<file path="src/rtl/rv_mcop_ctl.sv">
// Multi-cycle ALU op controller: launches two-cycle multiplies and iterative
// divide/sqrt ops, stalls dependent instructions and strobes the late writeback.
module rv_mcop_ctl #(
    parameter int DIV_TMO = 40
) (
    input  logic       clk,
    input  logic       reset,
    input  logic       rdy,
    input  logic       iss_vld,
    input  logic [1:0] iss_kind,
    input  logic [4:0] iss_rd,
    input  logic [4:0] rs1,
    input  logic [4:0] rs2,
    input  logic       cmpl,
    output logic       start,
    output logic       stall,
    output logic       wb_we,
    output logic [4:0] wb_rd,
    output logic       busy,
    output logic       tmo_err
);

    localparam int CW = $clog2(DIV_TMO + 1);

    typedef enum logic [1:0] {
        IDLE = 2'd0,
        MUL  = 2'd1,
        ITER = 2'd2
    } state_t;

    state_t         state_reg;
    logic [4:0]     prd_reg;
    logic [CW-1:0]  cnt_reg;
    logic           cmpl_pend_reg;
    logic           wb_we_reg;
    logic [4:0]     wb_rd_reg;
    logic           tmo_err_reg;

    logic           in_iter;
    logic           prd_nz;
    logic           is_multi;
    logic           stall_struct;
    logic           haz_raw;
    logic           haz_waw;
    logic           accept;
    logic           acc_mul;
    logic           acc_iter;
    logic           done;
    logic [CW-1:0]  cnt_inc;
    logic [4:0]     src [2];
    logic [1:0]     src_hit;

    assign in_iter  = (state_reg == ITER);
    assign prd_nz   = |prd_reg;
    assign is_multi = (iss_kind == 2'd1) || (iss_kind == 2'd2);

    assign src[0] = rs1;
    assign src[1] = rs2;

    // Decode-source comparators against the pending destination.
    generate
        for (genvar gi = 0; gi < 2; gi++) begin : g_src
            assign src_hit[gi] = (src[gi] == prd_reg);
        end
    endgenerate

    assign stall_struct = in_iter & iss_vld & is_multi;
    assign haz_raw      = in_iter & prd_nz & (|src_hit);
    assign haz_waw      = in_iter & prd_nz & iss_vld & (iss_rd == prd_reg);

    // MUL behaves like IDLE for acceptance, so only ITER blocks a new op.
    assign accept   = iss_vld & rdy & is_multi & ~stall_struct & ~in_iter;
    assign acc_mul  = accept & (iss_kind == 2'd1);
    assign acc_iter = accept & (iss_kind == 2'd2);

    // Gated by reset so an abort clears the combinational outputs at once.
    assign start = ~reset & accept;
    assign stall = ~reset & (acc_mul | stall_struct | haz_raw | haz_waw);

    assign done    = cmpl | cmpl_pend_reg;
    assign cnt_inc = cnt_reg + CW'(1);

    always_ff @(posedge clk or posedge reset) begin
        if (reset) begin
            state_reg     <= IDLE;
            prd_reg       <= 5'd0;
            cnt_reg       <= '0;
            cmpl_pend_reg <= 1'b0;
            wb_we_reg     <= 1'b0;
            wb_rd_reg     <= 5'd0;
            tmo_err_reg   <= 1'b0;
        end else begin
            wb_we_reg <= 1'b0;
            if (!rdy) begin
                // A completion arriving while frozen is remembered, not lost.
                if (in_iter && cmpl) begin
                    cmpl_pend_reg <= 1'b1;
                end
            end else begin
                case (state_reg)
                    IDLE, MUL: begin
                        if (acc_mul) begin
                            state_reg <= MUL;
                        end else if (acc_iter) begin
                            state_reg     <= ITER;
                            prd_reg       <= iss_rd;
                            cnt_reg       <= '0;
                            cmpl_pend_reg <= 1'b0;
                        end else begin
                            state_reg <= IDLE;
                        end
                    end
                    ITER: begin
                        if (done) begin
                            wb_we_reg     <= prd_nz;
                            wb_rd_reg     <= prd_reg;
                            cmpl_pend_reg <= 1'b0;
                            state_reg     <= IDLE;
                        end else begin
                            cnt_reg <= cnt_inc;
                            if (cnt_inc == CW'(DIV_TMO)) begin
                                tmo_err_reg <= 1'b1;
                                state_reg   <= IDLE;
                            end
                        end
                    end
                    default: state_reg <= IDLE;
                endcase
            end
        end
    end

    assign wb_we   = wb_we_reg;
    assign wb_rd   = wb_rd_reg;
    assign busy    = (state_reg != IDLE);
    assign tmo_err = tmo_err_reg;

endmodule

</file>
<file path="config.mk">
export PLATFORM = sky130hd
export DESIGN_NAME = rv_mcop_ctl
export DESIGN_NICKNAME = d
export VERILOG_FILES = /design/src/rtl/rv_mcop_ctl.sv
export SDC_FILE = /design/constraint.sdc
export NUM_CORES = 1
export LEC_CHECK = 0
export ABC_AREA = 1
export CORE_MARGIN = 8
export CORE_UTILIZATION = 25
export CTS_BUF_LIST = sky130_fd_sc_hd__clkbuf_16
export CTS_CLUSTER_DIAMETER = 80
export DETAILED_ROUTE_END_ITERATION = 6
export GPL_TIMING_DRIVEN = 1
export PLACE_DENSITY_LB_ADDON = 0.05
export SETUP_SLACK_MARGIN = 0.1
export SKIP_LAST_GASP = 1
export SYNTH_ARGS = -nofsm -noshare
export SYNTH_HDL_FRONTEND = slang
export SYNTH_SLANG_ARGS = --single-unit
</file>
<file path="constraint.sdc">
create_clock -name clk -period 1.4 [get_ports clk]
set_input_delay 0.28 -clock clk [delete_from_list [all_inputs] [get_ports clk]]
set_output_delay 0.28 -clock clk [all_outputs]
set_load 0.03 [all_outputs]
</file>
==> flow_summary.toml, run 1 <==
[worst_hold_path]
min_path_type = "input port to flop"
min_path_cells = 4

[synth]
synthDominantCellAreaShare_pct = 38.5
ys_seq_area_share_pct = 38.5
syn-cell-area_um2 = 1360
synth.area.top_cells = "dfrtp_1 (39%), nand2_1 (19%), inv_1 (9.4%)"
ys_types = 24
syn_avg_cell_area_um2 = 6.82
synth_nets = 225
yosys.area.top_type = "dfrtp_1"
yosys_warnings = 0
synth_cells = 200
synth-edff-count = 0
synth_flop_cell = "dfrtp_1"
synthArstFlopShare_pct = 100
synth_seq_cells = 21

[cells_and_area]
largest_register_ff_count = 6
post-route-cell-area_um2 = 2450
area_growth_pct = 79.4
diodes = 0
fin_nets = 308
drive_gt1_share_pct = 42.6
seq_area_um2 = 532
final_common_cell = "nand2_1"
multi_input_area_um2 = 880
layout_common_cells = "nand2_1 (57), buf_4 (31), inv_1 (24), buf_6 (19), dfrtp_1 (16)"
nFillCells = 546

[clocking]
root_buffer = "clkbuf_16"
hold_buffers = 0
cts_tree = "done"
path_clk_slew_ns = 0.06
clk_latency_ns = 0.26
cts.sinks = 21
cts_made_buffers = 3
clk_path_buf_depth = 2
ctsHtreeMaxLevel = 1

[critical_path]
crit_top_cell = "nand2_1"
crit_chain = "buf_6 > nand2_1 > nand2_1 > nor2_1 > nand3_1 > nand2_1 > nand2_1 > nand3_1 > nand2_1 > inv_2 > buf_6"
cp_num_buf_inv = 3
end_kind = "primary output"
path_max_fanout = 4
critPathLaunchType = "flop"
crit_type = "flop to primary output"
cp_top_family = "simple AND/OR/NAND/NOR gates"
cp.depth = 11
reg2reg_depth = 10
worst_ep_required_time_ns = 1.12
crit_slowest_cell = "dfrtp_2"
cp_slowest_stage_delay_ns = 0.43
arrival_ns = 1.55

[timing]
period_minus_slack_ns = 1.83
finalSetupViolCount = 14
worstMarginPinSlew_ns = 0.309
fin_skew_ns = 0.00337
hold_viol = 0
max_freq_ghz = 0.547
period_share_pct = 131
timing.hold.ws_ns = 0.403
report.final.slew_viol_count = 0
setup_ws_ns = -0.429
grt_setup_unrepaired = "true"
max-slew-margin-rel_pct = 79.5

[global_route]
grt_overflow = 0
grt_pass1_vias = 1501
gr-usage-all-layers_pct = 9.81
grt_pass1_wl_mm = 6.64
antenna_found_initial = 0
grt_max_degree = 22

[route]
ant_nets = 0
drc = 0
first_pass_iters = 4
via_per_inst = 4.12
drt_iter0_drc = 20
vias = 1459
post_drt_wl_per_cell_um = 11.0
finalWirelength_mm = 3.91

[pwr]
ir_drop_v = 0.000466
leakage_nw = 1.28
power_mw = 2.45
powerDensity_nw_per_um2 = 1000

[die]
die_x_um = 89.9
start_util_pct = 25.4
die-area_um2 = 8070
fp-row-count = 27
boundaryPins = 32
core_um2 = 5370
die_h_um = 89.9

[run_status]
violations = "negative setup slack"
status = "finished with violations"

[job]
maxCapViolations = 0

[placement]
place.gp.congestion = 0.733
postPlaceCellArea_um2 = 2050
hpwl_mm = 2.83
numPortBuffers = 31
through the flow:
step | worst slack (ns) | TNS [ns] | util, % | std cells
final | -0.429 | -1.64 | 45.5 | 354
after global placement | -0.605 | -8.59 | 38.2 | 338
after CTS | -0.460 | -1.63 | 42.2 | 348
after detailed placement | -0.625 | -8.75 | 38.2 | 338
after global routing | -0.540 | -3.15 | 45.5 | 354
after floorplan | -0.0472 | -0.0643 | - | 200
layer usage:
layer / vias up / global-route usage [%] / share of wire [%]
met3: 4 / 2.00 / 3.4
met1: 644 / 11.9 / 47
met2: 24 / 16.2 / 47
li1: 787 / - / -
met4: 0 / 4.58 / 1.9
met5: - / 0 / 0
worst min-delay path, stage by stage:
cell and delay [ns]:
dlymetal6s2s_1 0.13, inv_1 0.07, buf_4 0.10, o21ai_2 0.05
power breakdown:
part / switching (mW) / internal, mW / leakage (nW) / total, mW
logic: 0.489 / 0.482 / 0.968 / 0.972
clock network: 0.244 / 0.385 / 0.0409 / 0.629
registers: 0.112 / 0.733 / 0.270 / 0.845
worst paths after layout:
kind | start | endpoint | slack [ns]
max in group asynchronous | reset | prd_reg[3] | 0.67
max reg2reg | state_reg[0] | prd_reg[2] | -0.12
min in group asynchronous | reset | prd_reg[2] | 0.49
min reg2reg | tmo_err | tmo_err | 0.48
min | iss_rd[0] | prd_reg[0] | 0.40
max | prd_reg[2] | stall | -0.43
repair_timing:
| item | in CTS | in global routing |
|---|---|---|
| gates resized for setup | 51 | 50 |
| pin swaps | 22 | 26 |
| buffers inserted | 5 | 8 |
| setup endpoints to repair | 25 | 27 |
| gates cloned | 1 | 1 |
layout make-up:
cell class              instances  share of cell area (%)
clock buffers                   3                    3.07
clock inverters                 1                   0.205
flip-flops and latches         21                    21.7
inverters                      35                    5.37
repair buffers                 79                    30.0
multi-input cells             143                    36.0
well taps                      72                    3.68
kinds of logic (layout without fill, tap and decap cells):
family,Yosys count,in the layout,share of synthesized area [%]
buf+inv,37,118,10.7
xor+xnor,4,4,2.57
compound gates,20,20,9.08
fa+ha+maj,3,3,2.75
flops,21,21,38.5
simple gates,115,116,36.3
cells in the mapped netlist, types with 3 or more instances:
master,count
nand2_2,3
o21ai_0,9
o21ai_1,3
ha_1,3
nand3_1,15
nand2_1,70
dfrtp_1,21
nor2_4,3
nor2_1,19
o21ai_2,4
inv_1,34
Note: power is estimated with default switching activity, not from simulation.
==> inputs of run 2 (changes only) <==
--- a/config.mk
+++ b/config.mk
@@ -11,6 +11,7 @@
 export CTS_BUF_LIST = sky130_fd_sc_hd__clkbuf_16
 export CTS_CLUSTER_DIAMETER = 80
 export DETAILED_ROUTE_END_ITERATION = 6
+export GPL_ROUTABILITY_DRIVEN = 0
 export GPL_TIMING_DRIVEN = 1
 export PLACE_DENSITY_LB_ADDON = 0.05
 export SETUP_SLACK_MARGIN = 0.1
==> constraint.sdc (replaced) <==
create_clock -name clk -period 1.6 [get_ports clk]
set_input_delay 0.32 -clock clk [delete_from_list [all_inputs] [get_ports clk]]
set_output_delay 0.32 -clock clk [all_outputs]
set_load 0.03 [all_outputs]
==> run 2 against run 1 <==
Net effect: the flow still finishes with violations (negative setup slack); first-iteration DRC count grew 120%; sequential share of layout area rose by 2.2 points; register-to-register slack improved by 0.22 ns; via count fell by 4.8%; routed wire length down 3.6%.
==> flow_summary.toml, run 2 (synthesized netlist as in run 1, its figures left out) <==
[critical_path]
critPathLaunchType = "flop"
r2r_slack_ns = 0.10
reg2reg_from = "state_reg[1]"
worst_ep_required_time_ns = 1.28
end_kind = "primary output"
crit_chain = "inv_2 > nand2_1 > nand2_1 > nor2_1 > nand2_1 > nor2_2 > nand2_1 > nand3_1 > nand2_1 > inv_2 > buf_6"
cp_num_buf_inv = 3
r2r-end = "prd_reg[0]"
arrival_ns = 1.54
crit_type = "flop to primary output"
cp_slowest_stage_delay_ns = 0.42
path_max_fanout = 5
crit_top_cell = "nand2_1"
cp_top_family = "simple AND/OR/NAND/NOR gates"
crit_slowest_cell = "dfrtp_2"
reg2reg_depth = 9

[job]
maxCapViolations = 0

[timing]
setup-tns-final_ns = -0.463
worstMarginPinSlew_ns = 0.312
finalSetupViolCount = 2
max_freq_ghz = 0.536
setup_ws_ns = -0.265
period_minus_slack_ns = 1.86
grt_setup_unrepaired = "true"
hold_viol = 0
max-slew-margin-rel_pct = 79.3
timing.hold.ws_ns = 0.475
report.final.slew_viol_count = 0
fin_skew_ns = 0.00196
period_share_pct = 117

[worst_hold_path]
min_path_cells = 1
min_path_type = "flop to flop"
min_to = "tmo_err"
hp-start = "tmo_err"

[global_route]
gr-usage-all-layers_pct = 9.60
grt_pass1_vias = 1424
gr-usage-met3_pct = 1.91
grt_overflow = 0
busiest_layer = "met2"
grtUsageMet1_pct = 11.5
grtUsageMet2_pct = 16.6
grt_pass1_wl_mm = 6.48
grt_max_degree = 22
antenna_found_initial = 0

[clocking]
ctsHtreeMaxLevel = 1
cts.sinks = 21
cts_made_buffers = 3
root_buffer = "clkbuf_16"
path_clk_slew_ns = 0.06
cts_tree = "done"
hold_buffers = 0
clk_path_buf_depth = 2
clk_latency_ns = 0.26

[die]
core_um2 = 5370
start_util_pct = 25.4
boundaryPins = 32
fp-row-count = 27
die_h_um = 89.9
die_x_um = 89.9
die-area_um2 = 8070

[cells_and_area]
fin_nets = 297
largest_register_ff_count = 6
final_util_pct = 41.2
drive_gt1_share_pct = 33.2
diodes = 0
final_common_cell = "nand2_1"
area_growth_pct = 62.4
layout_common_cells = "nand2_1 (65), buf_4 (30), inv_1 (25), dlygate4sd2_1 (18), dfrtp_1 (17)"

[run_status]
status = "finished with violations"
violations = "negative setup slack"

[route]
post_drt_wl_per_cell_um = 11.0
drc = 0
via_per_inst = 4.05
first_pass_iters = 4
vias = 1389
drt_iter0_drc = 44
ant_nets = 0
finalWirelength_mm = 3.77

[pwr]
ir_drop_v = 0.000449
leakage_nw = 1.21
powerDensity_nw_per_um2 = 908

[placement]
numPortBuffers = 31
hpwl_mm = 2.78
==> run 2: cell count changes in the layout (fill, tap and decap cells not counted), moves of 5 or more <==
cell | before | now
dlygate4sd2_1 | 4 | 18
nand2_2 | 11 | 6
o21ai_2 | 9 | 4
nand3_1 | 7 | 12
clkdlybuf4s15_1 | 6 | 0
buf_6 | 19 | 9
clkdlybuf4s50_1 | 12 | 5
nand2_1 | 57 | 65
nand3_2 | 7 | 2
==> run 2: final cells by class <==
type | count | area, um^2
inverter | 35 | 131
sequential | 21 | 531
fill | 556 | 3160
timing repair buffer | 68 | 587
clock buffer | 3 | 75.1
tap | 72 | 90.1
multi-input combinational | 143 | 793
clock inverter | 1 | 7.51
==> run 2: timing repair <==
action | in CTS | in global routing
setup buffers | 3 | 6
hold endpoints to repair | 0 | 0
resized for setup | 51 | 21
pin swaps | 20 | 17
endpoints found under the setup margin | 23 | 18
gates cloned | 1 | 0
==> run 2: worst max-delay path by stage <==
stage | start | endpoint | slack (ns) | cells past startpoint
floorplan | state_reg[1] | stall | 0.11 | 9
global placement | iss_kind[0] | stall | -0.46 | 11
detailed placement | iss_kind[0] | stall | -0.48 | 11
CTS | prd_reg[1] | stall | -0.27 | 11
global route | prd_reg[1] | stall | -0.37 | 11
finish | prd_reg[1] | stall | -0.26 | 11
==> run 2: worst register-to-register path: cells and delay by family (launching register included) <==
kind                   cells  cell delay [ns]
and+or+nand+nor            5             0.58
DFF                        1             0.39
buffers and inverters      3             0.36
AOI/OAI and AO/OA          1             0.09
==> run 2: power breakdown <==
part / internal, mW / switching, mW / total (mW) / leakage (nW)
Sequential: 0.641 / 0.102 / 0.743 / 0.272
Combinational: 0.324 / 0.385 / 0.709 / 0.902
Clock: 0.339 / 0.220 / 0.559 / 0.0371
Total: 1.30 / 0.707 / 2.01 / 1.21
==> run 2: layer usage <==
metal	vias up	wire length, um
met5	-	0
met4	0	53
met3	4	124
met2	26	1730
met1	605	1860
li1	754	-
==> run 2: per-stage QoR <==
step	total power, mW	std cells	setup WS, ns	area [um^2]
6_report	2.01	343	-0.265	2210
5_1_grt	2.15	343	-0.369	2210
3_5_place_dp	1.44	329	-0.481	1970
3_3_place_gp	1.44	329	-0.461	1970
2_1_floorplan	1.12	200	0.114	1380
4_1_cts	2.01	337	-0.269	2140
==> inputs of run 3 (changes only) <==
--- a/config.mk
+++ b/config.mk
@@ -14,6 +14,7 @@
 export GPL_ROUTABILITY_DRIVEN = 0
 export GPL_TIMING_DRIVEN = 1
 export PLACE_DENSITY_LB_ADDON = 0.05
+export REMOVE_ABC_BUFFERS = 1
 export SETUP_SLACK_MARGIN = 0.1
 export SKIP_LAST_GASP = 1
 export SYNTH_ARGS = -nofsm -noshare
==> constraint.sdc (replaced) <==
create_clock -name clk -period 1.6 [get_ports clk]
set_input_delay 0.32 -clock clk [delete_from_list [all_inputs] [get_ports clk]]
set_output_delay 0.32 -clock clk [all_outputs]
set_load 0.05 [all_outputs]
==> run 3 against run 2 <==
Net effect: the run still ends with negative setup slack left; via count is essentially flat; flip-flop and latch count is the same; critical endpoint unchanged; count of clock-buffer cells in the layout is the same; combinational power grew 29%; die area is the same; power grew 9.6%; sequential power grew 2%; global-route usage grew 0.36 points; core utilization grew 2.7 points; largest power group is now combinational cells; clock skew grew 0.0012 ns.
==> flow_summary.toml, run 3 (synthesized netlist as in run 1, its figures left out) <==
[cells_and_area]
seq_area_um2 = 531
final_common_cell = "nand2_1"
fin_nets = 298
multi_input_area_um2 = 842
area_growth_pct = 73.0
final_util_pct = 43.9
largest_register_ff_count = 6
nFillCells = 552
drive_gt1_share_pct = 39.7
diodes = 0
layout_common_cells = "nand2_1 (61), buf_4 (35), inv_1 (23), dfrtp_1 (17), inv_2 (13)"

[die]
die-area_um2 = 8070
boundaryPins = 32
fp-row-count = 27
die_x_um = 89.9
core_um2 = 5370
start_util_pct = 25.4
die_h_um = 89.9

[clocking]
clk_path_buf_depth = 2
cts_made_buffers = 3
cts.sinks = 21
clk_latency_ns = 0.25
root_buffer = "clkbuf_16"
cts_tree = "done"
ctsHtreeMaxLevel = 1
path_clk_slew_ns = 0.06

[timing]
period_minus_slack_ns = 1.92
setup_ws_ns = -0.317
grt_setup_unrepaired = "true"
fin_skew_ns = 0.00316
worstMarginPinSlew_ns = 0.291
max_freq_ghz = 0.522
period_share_pct = 120
finalSetupViolCount = 2
report.final.slew_viol_count = 0
hold_viol = 0
max-slew-margin-rel_pct = 80.6

[route]
routed.top_layer = "met4"
vias = 1390
drt_iter0_drc = 41
first_pass_iters = 4
finalWirelength_mm = 3.81
met3WireLength_um = 125
drc = 0
post_drt_wl_per_cell_um = 11.1
via_per_inst = 4.04
drt-met1-wl_mm = 1.88
met2_length_mm = 1.78
ant_nets = 0

[critical_path]
end_kind = "primary output"
worst_ep_required_time_ns = 1.28
reg2reg_from = "state_reg[0]"
r2r-end = "prd_reg[2]"
critPathLaunchType = "flop"
r2r_slack_ns = 0.15
arrival_ns = 1.60
path_max_fanout = 5
crit_type = "flop to primary output"
reg2reg_depth = 10

[worst_hold_path]
hp-start = "tmo_err"
min_path_type = "flop to flop"
min_path_cells = 1
min_to = "tmo_err"

[placement]
hpwl_mm = 2.84
numPortBuffers = 31

[run_status]
status = "finished with violations"
violations = "negative setup slack"

[job]
maxCapViolations = 0

[global_route]
grt_pass1_vias = 1466
grt_overflow = 0
grt_max_degree = 22
gr-usage-all-layers_pct = 9.96
antenna_found_initial = 0
grt_pass1_wl_mm = 6.77

[pwr]
powerDensity_nw_per_um2 = 934
power_mw = 2.20
ir_drop_v = 0.000502
leakage_nw = 1.26
-- run 3: metal layers --
layer | track usage [%] | up-vias
met5 | 0 | -
met4 | 2.08 | 0
met3 | 2.74 | 2
met2 | 16.6 | 21
met1 | 12.5 | 604
li1 | - | 763
-- run 3: power breakdown --
part	leakage, nW	internal, mW	switching [mW]
Combinational	0.946	0.447	0.469
Clock	0.0423	0.333	0.195
Sequential	0.271	0.640	0.121
Total	1.26	1.42	0.785
-- run 3: how the worst max path moves through the flow --
stage	start	to	cells after the start
2_1_floorplan	iss_kind[0]	start	5
3_3_place_gp	iss_kind[0]	stall	11
3_5_place_dp	iss_kind[0]	stall	11
4_1_cts	prd_reg[1]	stall	11
5_1_grt	prd_reg[2]	stall	10
6_report	prd_reg[1]	stall	11
-- run 3: area by class of cell --
class | count | share of cell area [%]
Tap cell | 72 | 3.82
Inverter | 35 | 5.57
Multi-Input combinational cell | 142 | 35.7
Clock buffer | 3 | 3.18
Sequential cell | 21 | 22.5
Timing Repair Buffer | 70 | 29.1
Clock inverter | 1 | 0.159
-- run 3: stage by stage --
step / std cells / area (um^2) / setup WS, ns / TNS (ns) / hold WS, ns
CTS: 341 / 2240 / -0.347 / -0.526 / 0.487
finish: 344 / 2360 / -0.317 / -0.344 / 0.476
floorplan: 198 / 1350 / -0.254 / -0.442 / 0.305
global placement: 330 / 2030 / -0.599 / -7.53 / 0.475
detailed placement: 330 / 2030 / -0.603 / -7.76 / 0.470
global route: 344 / 2360 / -0.462 / -0.566 / 0.517
-- run 3: worst max-delay path: stages (launching register included) --
cell     delay (ns)
dfrtp_1        0.42
buf_4          0.15
nand2_1        0.05
nand2_1        0.04
nor2_1         0.10
nand3_1        0.09
nand2_1        0.10
nand2_1        0.07
nand3_1        0.06
nand2_1        0.06
inv_2          0.06
buf_12         0.13
-- run 3: timing repair --
item,4_1_cts,5_1_grt
gates resized for setup,37,44
gates cloned,1,0
endpoints found under the setup margin,16,17
hold buffers,0,0
setup buffers,6,6
pin swaps,17,23
